**src/rtl/kpn_pkg.sv**
```systemverilog
// Shared definitions for the KPN dataflow channel blocks.
// Holds the default sample width and the delta-decoder state encoding.
package kpn_pkg;

  localparam int KPN_DATA_WIDTH = 16;

  typedef enum logic {
    DD_SEED = 1'b0,
    DD_RUN  = 1'b1
  } dd_state_t;

endpackage

```
**src/rtl/kpn_sync_fifo.sv**
```systemverilog
// Small synchronous FIFO for KPN channels; the head entry is visible combinationally.
// Storage is cleared on reset so the head reads zero until the first push.
module kpn_sync_fifo #(
  parameter int WIDTH = 17,
  parameter int DEPTH = 2
) (
  input  logic             clk,
  input  logic             i_reset,
  input  logic             i_push,
  input  logic [WIDTH-1:0] i_push_data,
  input  logic             i_pop,
  output logic [WIDTH-1:0] o_head,
  output logic             o_full,
  output logic             o_empty
);

  localparam int AW = (DEPTH > 1) ? $clog2(DEPTH) : 1;

  logic [WIDTH-1:0] r_mem [DEPTH];
  logic [AW:0]      r_wr_ptr;
  logic [AW:0]      r_rd_ptr;
  logic             w_push;
  logic             w_pop;

  assign w_push  = i_push && !o_full;
  assign w_pop   = i_pop && !o_empty;
  // Extra pointer bit distinguishes full from empty when the indices match.
  assign o_empty = (r_wr_ptr == r_rd_ptr);
  assign o_full  = (r_wr_ptr[AW] != r_rd_ptr[AW]) &&
                   (r_wr_ptr[AW-1:0] == r_rd_ptr[AW-1:0]);
  assign o_head  = r_mem[r_rd_ptr[AW-1:0]];

  generate
    for (genvar gi = 0; gi < DEPTH; gi++) begin : g_entry
      always_ff @(posedge clk) begin
        if (i_reset) begin
          r_mem[gi] <= '0;
        end else if (w_push && (r_wr_ptr[AW-1:0] == AW'(gi))) begin
          r_mem[gi] <= i_push_data;
        end
      end
    end
  endgenerate

  always_ff @(posedge clk) begin
    if (i_reset) begin
      r_wr_ptr <= '0;
      r_rd_ptr <= '0;
    end else begin
      if (w_push) r_wr_ptr <= r_wr_ptr + 1'b1;
      if (w_pop)  r_rd_ptr <= r_rd_ptr + 1'b1;
    end
  end

endmodule

```
**src/rtl/delta_decoder_module.sv**
```systemverilog
// Delta decoder: rebuilds absolute samples from a framed stream of seeds and deltas
// by modular accumulation, with valid/ready on both sides and a small output FIFO.
module delta_decoder_module
  import kpn_pkg::*;
#(
  parameter int DATA_WIDTH = KPN_DATA_WIDTH,
  parameter int FRAME_LEN  = 16,
  parameter int FIFO_DEPTH = 2
) (
  input  logic                  clk,
  input  logic                  i_reset,
  input  logic                  i_in_valid,
  output logic                  o_in_ready,
  input  logic [DATA_WIDTH-1:0] i_in_data,
  input  logic                  i_resync,
  output logic                  o_out_valid,
  input  logic                  i_out_ready,
  output logic [DATA_WIDTH-1:0] o_out_data,
  output logic                  o_out_first,
  output logic [15:0]           o_frame_count
);

  localparam int CNT_W = (FRAME_LEN > 1) ? $clog2(FRAME_LEN) : 1;
  localparam logic [CNT_W-1:0] LAST_IDX = CNT_W'(FRAME_LEN - 1);

  dd_state_t             r_state;
  dd_state_t             w_state_next;
  logic [CNT_W-1:0]      r_count;
  logic [CNT_W-1:0]      w_count_next;
  logic [DATA_WIDTH-1:0] r_acc;
  logic [DATA_WIDTH-1:0] w_acc_next;
  logic [15:0]           r_frame_count;
  logic [15:0]           w_frame_next;
  logic                  r_resync_pending;
  logic                  w_pending_next;
  logic                  r_rst_hold;

  logic                  w_accept;
  logic                  w_seed;
  logic                  w_first;
  logic [DATA_WIDTH-1:0] w_sum;
  logic [DATA_WIDTH-1:0] w_sample;
  logic [DATA_WIDTH:0]   w_head;
  logic                  w_full;
  logic                  w_empty;
  logic                  w_pop;

  // in_ready is purely registered: blocked in the cycle after reset and while full.
  assign o_in_ready    = !w_full && !r_rst_hold;
  assign w_accept      = i_in_valid && o_in_ready;
  assign w_seed        = (r_state == DD_SEED) || r_resync_pending || i_resync;
  assign w_sum         = r_acc + i_in_data;
  assign o_out_valid   = !w_empty;
  assign w_pop         = o_out_valid && i_out_ready;
  assign o_out_first   = w_head[DATA_WIDTH];
  assign o_out_data    = w_head[DATA_WIDTH-1:0];
  assign o_frame_count = r_frame_count;

  always_comb begin
    w_state_next   = r_state;
    w_count_next   = r_count;
    w_acc_next     = r_acc;
    w_frame_next   = r_frame_count;
    w_pending_next = r_resync_pending || i_resync;
    w_first        = 1'b0;
    w_sample       = w_sum;
    if (w_accept) begin
      if (w_seed) begin
        w_first        = 1'b1;
        w_sample       = i_in_data;
        w_pending_next = 1'b0;
        if (FRAME_LEN == 1) begin
          w_state_next = DD_SEED;
          w_count_next = '0;
          w_frame_next = r_frame_count + 16'd1;
        end else begin
          w_state_next = DD_RUN;
          w_count_next = CNT_W'(1);
        end
      end else if (r_count == LAST_IDX) begin
        w_state_next = DD_SEED;
        w_count_next = '0;
        w_frame_next = r_frame_count + 16'd1;
      end else begin
        w_count_next = r_count + 1'b1;
      end
      w_acc_next = w_sample;
    end
  end

  always_ff @(posedge clk) begin
    if (i_reset) begin
      r_state          <= DD_SEED;
      r_count          <= '0;
      r_acc            <= '0;
      r_frame_count    <= '0;
      r_resync_pending <= 1'b0;
      r_rst_hold       <= 1'b1;
    end else begin
      r_state          <= w_state_next;
      r_count          <= w_count_next;
      r_acc            <= w_acc_next;
      r_frame_count    <= w_frame_next;
      r_resync_pending <= w_pending_next;
      r_rst_hold       <= 1'b0;
    end
  end

  kpn_sync_fifo #(
    .WIDTH (DATA_WIDTH + 1),
    .DEPTH (FIFO_DEPTH)
  ) u_fifo (
    .clk         (clk),
    .i_reset     (i_reset),
    .i_push      (w_accept),
    .i_push_data ({w_first, w_sample}),
    .i_pop       (w_pop),
    .o_head      (w_head),
    .o_full      (w_full),
    .o_empty     (w_empty)
  );

endmodule

```
**config.mk**
```make
export PLATFORM = sky130hd
export DESIGN_NAME = delta_decoder_module
export DESIGN_NICKNAME = d
export VERILOG_FILES = /design/src/rtl/kpn_pkg.sv /design/src/rtl/kpn_sync_fifo.sv /design/src/rtl/delta_decoder_module.sv
export SDC_FILE = /design/constraint.sdc
export NUM_CORES = 1
export LEC_CHECK = 0
export CORE_ASPECT_RATIO = 0.6
export CORE_UTILIZATION = 60
export DETAILED_ROUTE_END_ITERATION = 7
export PLACE_DENSITY_LB_ADDON = 0.12
export RECOVER_POWER = 50
export SLEW_MARGIN = 20
export SYNTH_ARGS = -nofsm -noshare
export SYNTH_HDL_FRONTEND = slang
export SYNTH_SLANG_ARGS = --single-unit
```
**constraint.sdc**
```tcl
create_clock -name clk -period 3.8 [get_ports clk]
set_input_delay 0.38 -clock clk [delete_from_list [all_inputs] [get_ports clk]]
set_output_delay 0.38 -clock clk [all_outputs]
set_load 0.01 [all_outputs]
```
==> flow_metrics.env <==
export IMPL_coreArea_sq_mm=0.00671
export IMPL_synth_edf_count=34
export IMPL_setup_ws_ps=608
export IMPL_ioPinCount=56
export IMPL_antenna_found_initial=0
export IMPL_cp_start_kind="input pin"
export IMPL_fin_area_sq_mm=0.00512
export IMPL_grt_pass1_wl_microns=14900
export IMPL_cp_required_ps=3790
export IMPL_ys_types=53
export IMPL_cp_max_fo=37
export IMPL_cts_root_buf="clkbuf_16"
export IMPL_dp_cells=567
export IMPL_post_cts_resize_count=0
export IMPL_track_usage_pct=27.8
export IMPL_max_stage_delay_ps=1210
export IMPL_r2r_cells=7
export IMPL_insertion_delay_ps=340
export IMPL_areaGrowthSynthToFinish_pct=22.1
export IMPL_slowest_stage="clkbuf_1"
export IMPL_cap_violations=1
export IMPL_rows=23
export IMPL_ys_flop_type="dfxtp_1"
export IMPL_period_minus_slack_ps=3190
export IMPL_hold_class="flop to flop"
export IMPL_syn_area_sq_mm=0.00420
export IMPL_hp_start="r_acc[2]$_SDFFE_PP0N_"
export IMPL_routedWlPerCell_microns=16.4
export IMPL_cts_buffers=9
export IMPL_critPathArrivalTime_ps=3180
export IMPL_diodes=0
export IMPL_die_h_microns=66.8
export IMPL_power_density_mw_per_mm2=462
export IMPL_hold_viol_final=0
export IMPL_tritoncts="yes"
export IMPL_grt_max_degree=38
export IMPL_die_area_sq_mm=0.00735
export IMPL_cts_sinks=78
export IMPL_dp_slack_ps=515
export IMPL_ys_async_sr_fraction_pct=0
export IMPL_h_tree_depth=3
export IMPL_worstSetupEndpointType="flop"
export IMPL_grt_use_met2_pct=36.9
export IMPL_r2r_start="u_fifo.r_wr_ptr[0]$_SDFFE_PP0N_"
export IMPL_drtAntennaViolNets=0
export IMPL_drt_total_wl_microns=9580
export IMPL_drive_gt1_share_pct=9.27
export IMPL_yosys_warnings=0
export IMPL_min_path_cells=2
export IMPL_setup_viol=0
export IMPL_synth_top_cell_area_share_pct=24.3
export IMPL_final_cell_count_no_fill=583
export IMPL_synth_top_cell_by_area="edfxtp_1"
export IMPL_grt_pass1_vias=2940
export IMPL_first_iter_violations=374
export IMPL_criticalPathCategory="input pin to flop"
export IMPL_min_to="r_acc[2]$_SDFFE_PP0N_"
export IMPL_die_width_microns=110
export IMPL_clkTransAtPathRegs_ps=60
export IMPL_synthCells=442
export IMPL_relSlewSlack_pct=-5.97
export IMPL_avgSynthCellArea_sq_um=9.50
export IMPL_layout_worst_path_cycle_share_pct=84.0
export IMPL_status="finished, violations left"
export IMPL_clock_skew_final_ps=5.87
export IMPL_finalWeightedCongestion=0.907
export IMPL_worstMarginPinSlew_ps=1590
export IMPL_violations="capacitance limit, slew limit"
export IMPL_gr_usage_met1_pct=41.7
export IMPL_rsz0062_at_grt="false"
export IMPL_r2r_slack_ps=890
export IMPL_met3_usage_pct=8.51
export IMPL_rr_endpoint="r_count[2]$_SDFFE_PP0N_"
export IMPL_start_util_pct=62.6
export IMPL_overflow=0
export IMPL_drv_slew=38
export IMPL_drt_first_pass_iters=6
export IMPL_port_buffers=55
export IMPL_top_usage_layer="met1"
export IMPL_synth_area_top_cells="edfxtp_1 24%, dfxtp_1 21%, nor2_1 7.1%"
export IMPL_place_hpwl_microns=6580
export IMPL_synth_seq_cells=78
export IMPL_cts_hold_buf=0
export IMPL_fin_nets=530
export IMPL_postPlaceCellArea_sq_mm=0.00482
export IMPL_p_leak_uw=0.00205
export IMPL_post_cts_buffers=0
export IMPL_ir_worst_vdd_mv=0.490
export IMPL_drc=0
export IMPL_cp_cell_sequence="dlygate4sd3_1, clkbuf_1, o21bai_1, clkbuf_2"
export IMPL_yosysSeqAreaShare_pct=45.3
export IMPL_num_vias=3448
export IMPL_viasPerCell=5.91
export IMPL_worst_path_buf_inv=3
export IMPL_synth_nets=481
export IMPL_crit_family="buffers and inverters"
export IMPL_utilization_pct=76.4
export IMPL_fmax_mhz=313
export IMPL_finalSetupTns_ps=0
export IMPL_clk_path_buf_depth=2
layer usage:
metal	up-vias	part of all wire, %
met2	144	42
met5	-	0
met3	15	8.6
li1	1683	-
met4	0	0.93
met1	1606	49
cell usage after synthesis, types with 5 or more instances:
cell type	number
xnor2_1	17
and3_1	5
o21ai_0	11
clkbuf_1	22
mux2i_1	11
a311oi_1	7
ha_1	17
dfxtp_1	44
a211oi_1	10
nor2_1	79
a21oi_1	32
mux2_2	18
xor2_1	14
edfxtp_1	34
a21o_1	5
nand3_1	11
nand2_1	43
where the power goes:
group | internal, uW | switching, uW
Sequential | 927 | 36.7
Clock | 594 | 339
Combinational | 220 | 251
Total | 1740 | 627
tightest hold or removal path, delay by kind of cell (launching register included):
family             cells  cell delay (ps)
AOI/OAI and AO/OA      1               50
DFF                    1              330
and+or+nand+nor        1               60
cell type report:
class / count / area (sq um)
Fill cell: 465 / 1580
Clock buffer: 11 / 243
Tap cell: 87 / 109
Multi-Input combinational cell: 336 / 2180
Sequential cell: 78 / 1900
Clock inverter: 5 / 81.3
Inverter: 4 / 15.0
Timing Repair Buffer: 62 / 593
worst max-delay path by stage:
stage / startpoint / to / slack, ps / cells past startpoint
2_1_floorplan: i_in_data[0] / u_fifo.r_mem[0][14]$_SDFFCE_PN0P_ / 1130 / 9
3_3_place_gp: i_in_data[0] / u_fifo.r_mem[1][14]$_SDFFCE_PN0P_ / 580 / 11
3_5_place_dp: i_in_data[0] / u_fifo.r_mem[1][14]$_SDFFCE_PN0P_ / 520 / 11
4_1_cts: i_in_data[0] / u_fifo.r_mem[1][14]$_SDFFCE_PN0P_ / 870 / 11
5_1_grt: i_reset / u_fifo.r_mem[0][5]$_SDFFCE_PN0P_ / 440 / 4
6_report: i_reset / u_fifo.r_mem[0][14]$_SDFFCE_PN0P_ / 610 / 4
registers in the layout, summed over array words and instances, names as in the netlist, named ones only:
signal,count
u_fifo.r_mem,34
o_frame_count,16
r_acc,16
r_count,4
u_fifo.r_rd_ptr,2
u_fifo.r_wr_ptr,2
r_resync_pending,1
r_rst_hold,1
r_state,1
placed cells by master, fill, tap and decap left out, types with 5 or more instances in the layout:
cell type	netlist	routed
mux2_2	18	18
edfxtp_1	34	34
nor2_1	79	79
mux2i_1	11	11
ha_1	17	17
a211oi_1	10	11
xnor2_1	17	17
and3_1	5	5
xor2_1	14	14
nand3_1	11	11
a311oi_1	7	7
a21o_1	5	5
nand2_1	43	43
dfxtp_1	44	44
clkdlybuf4s50_1	0	35
clkbuf_16	0	9
o21ai_0	11	11
dlygate4sd3_1	0	20
a21oi_1	32	32
logic make-up after synthesis:
family	Yosys count	synth area share, %
AND/OR/NAND/NOR	168	17.9
AO/OA/AOI/OAI	90	14.8
multiplexers	29	7.45
flip-flops	78	45.3
XOR/XNOR	31	6.47
buffers and inverters	28	2.56
adder cells (fa/ha/maj)	18	5.54
stage by stage:
stage	hold slack, ps	power (uW)
2_1_floorplan	408	1270
3_3_place_gp	455	1440
3_5_place_dp	464	1450
4_1_cts	475	2380
5_1_grt	497	2460
6_report	481	2370
No activity file was read; power rests on OpenSTA's default activity.
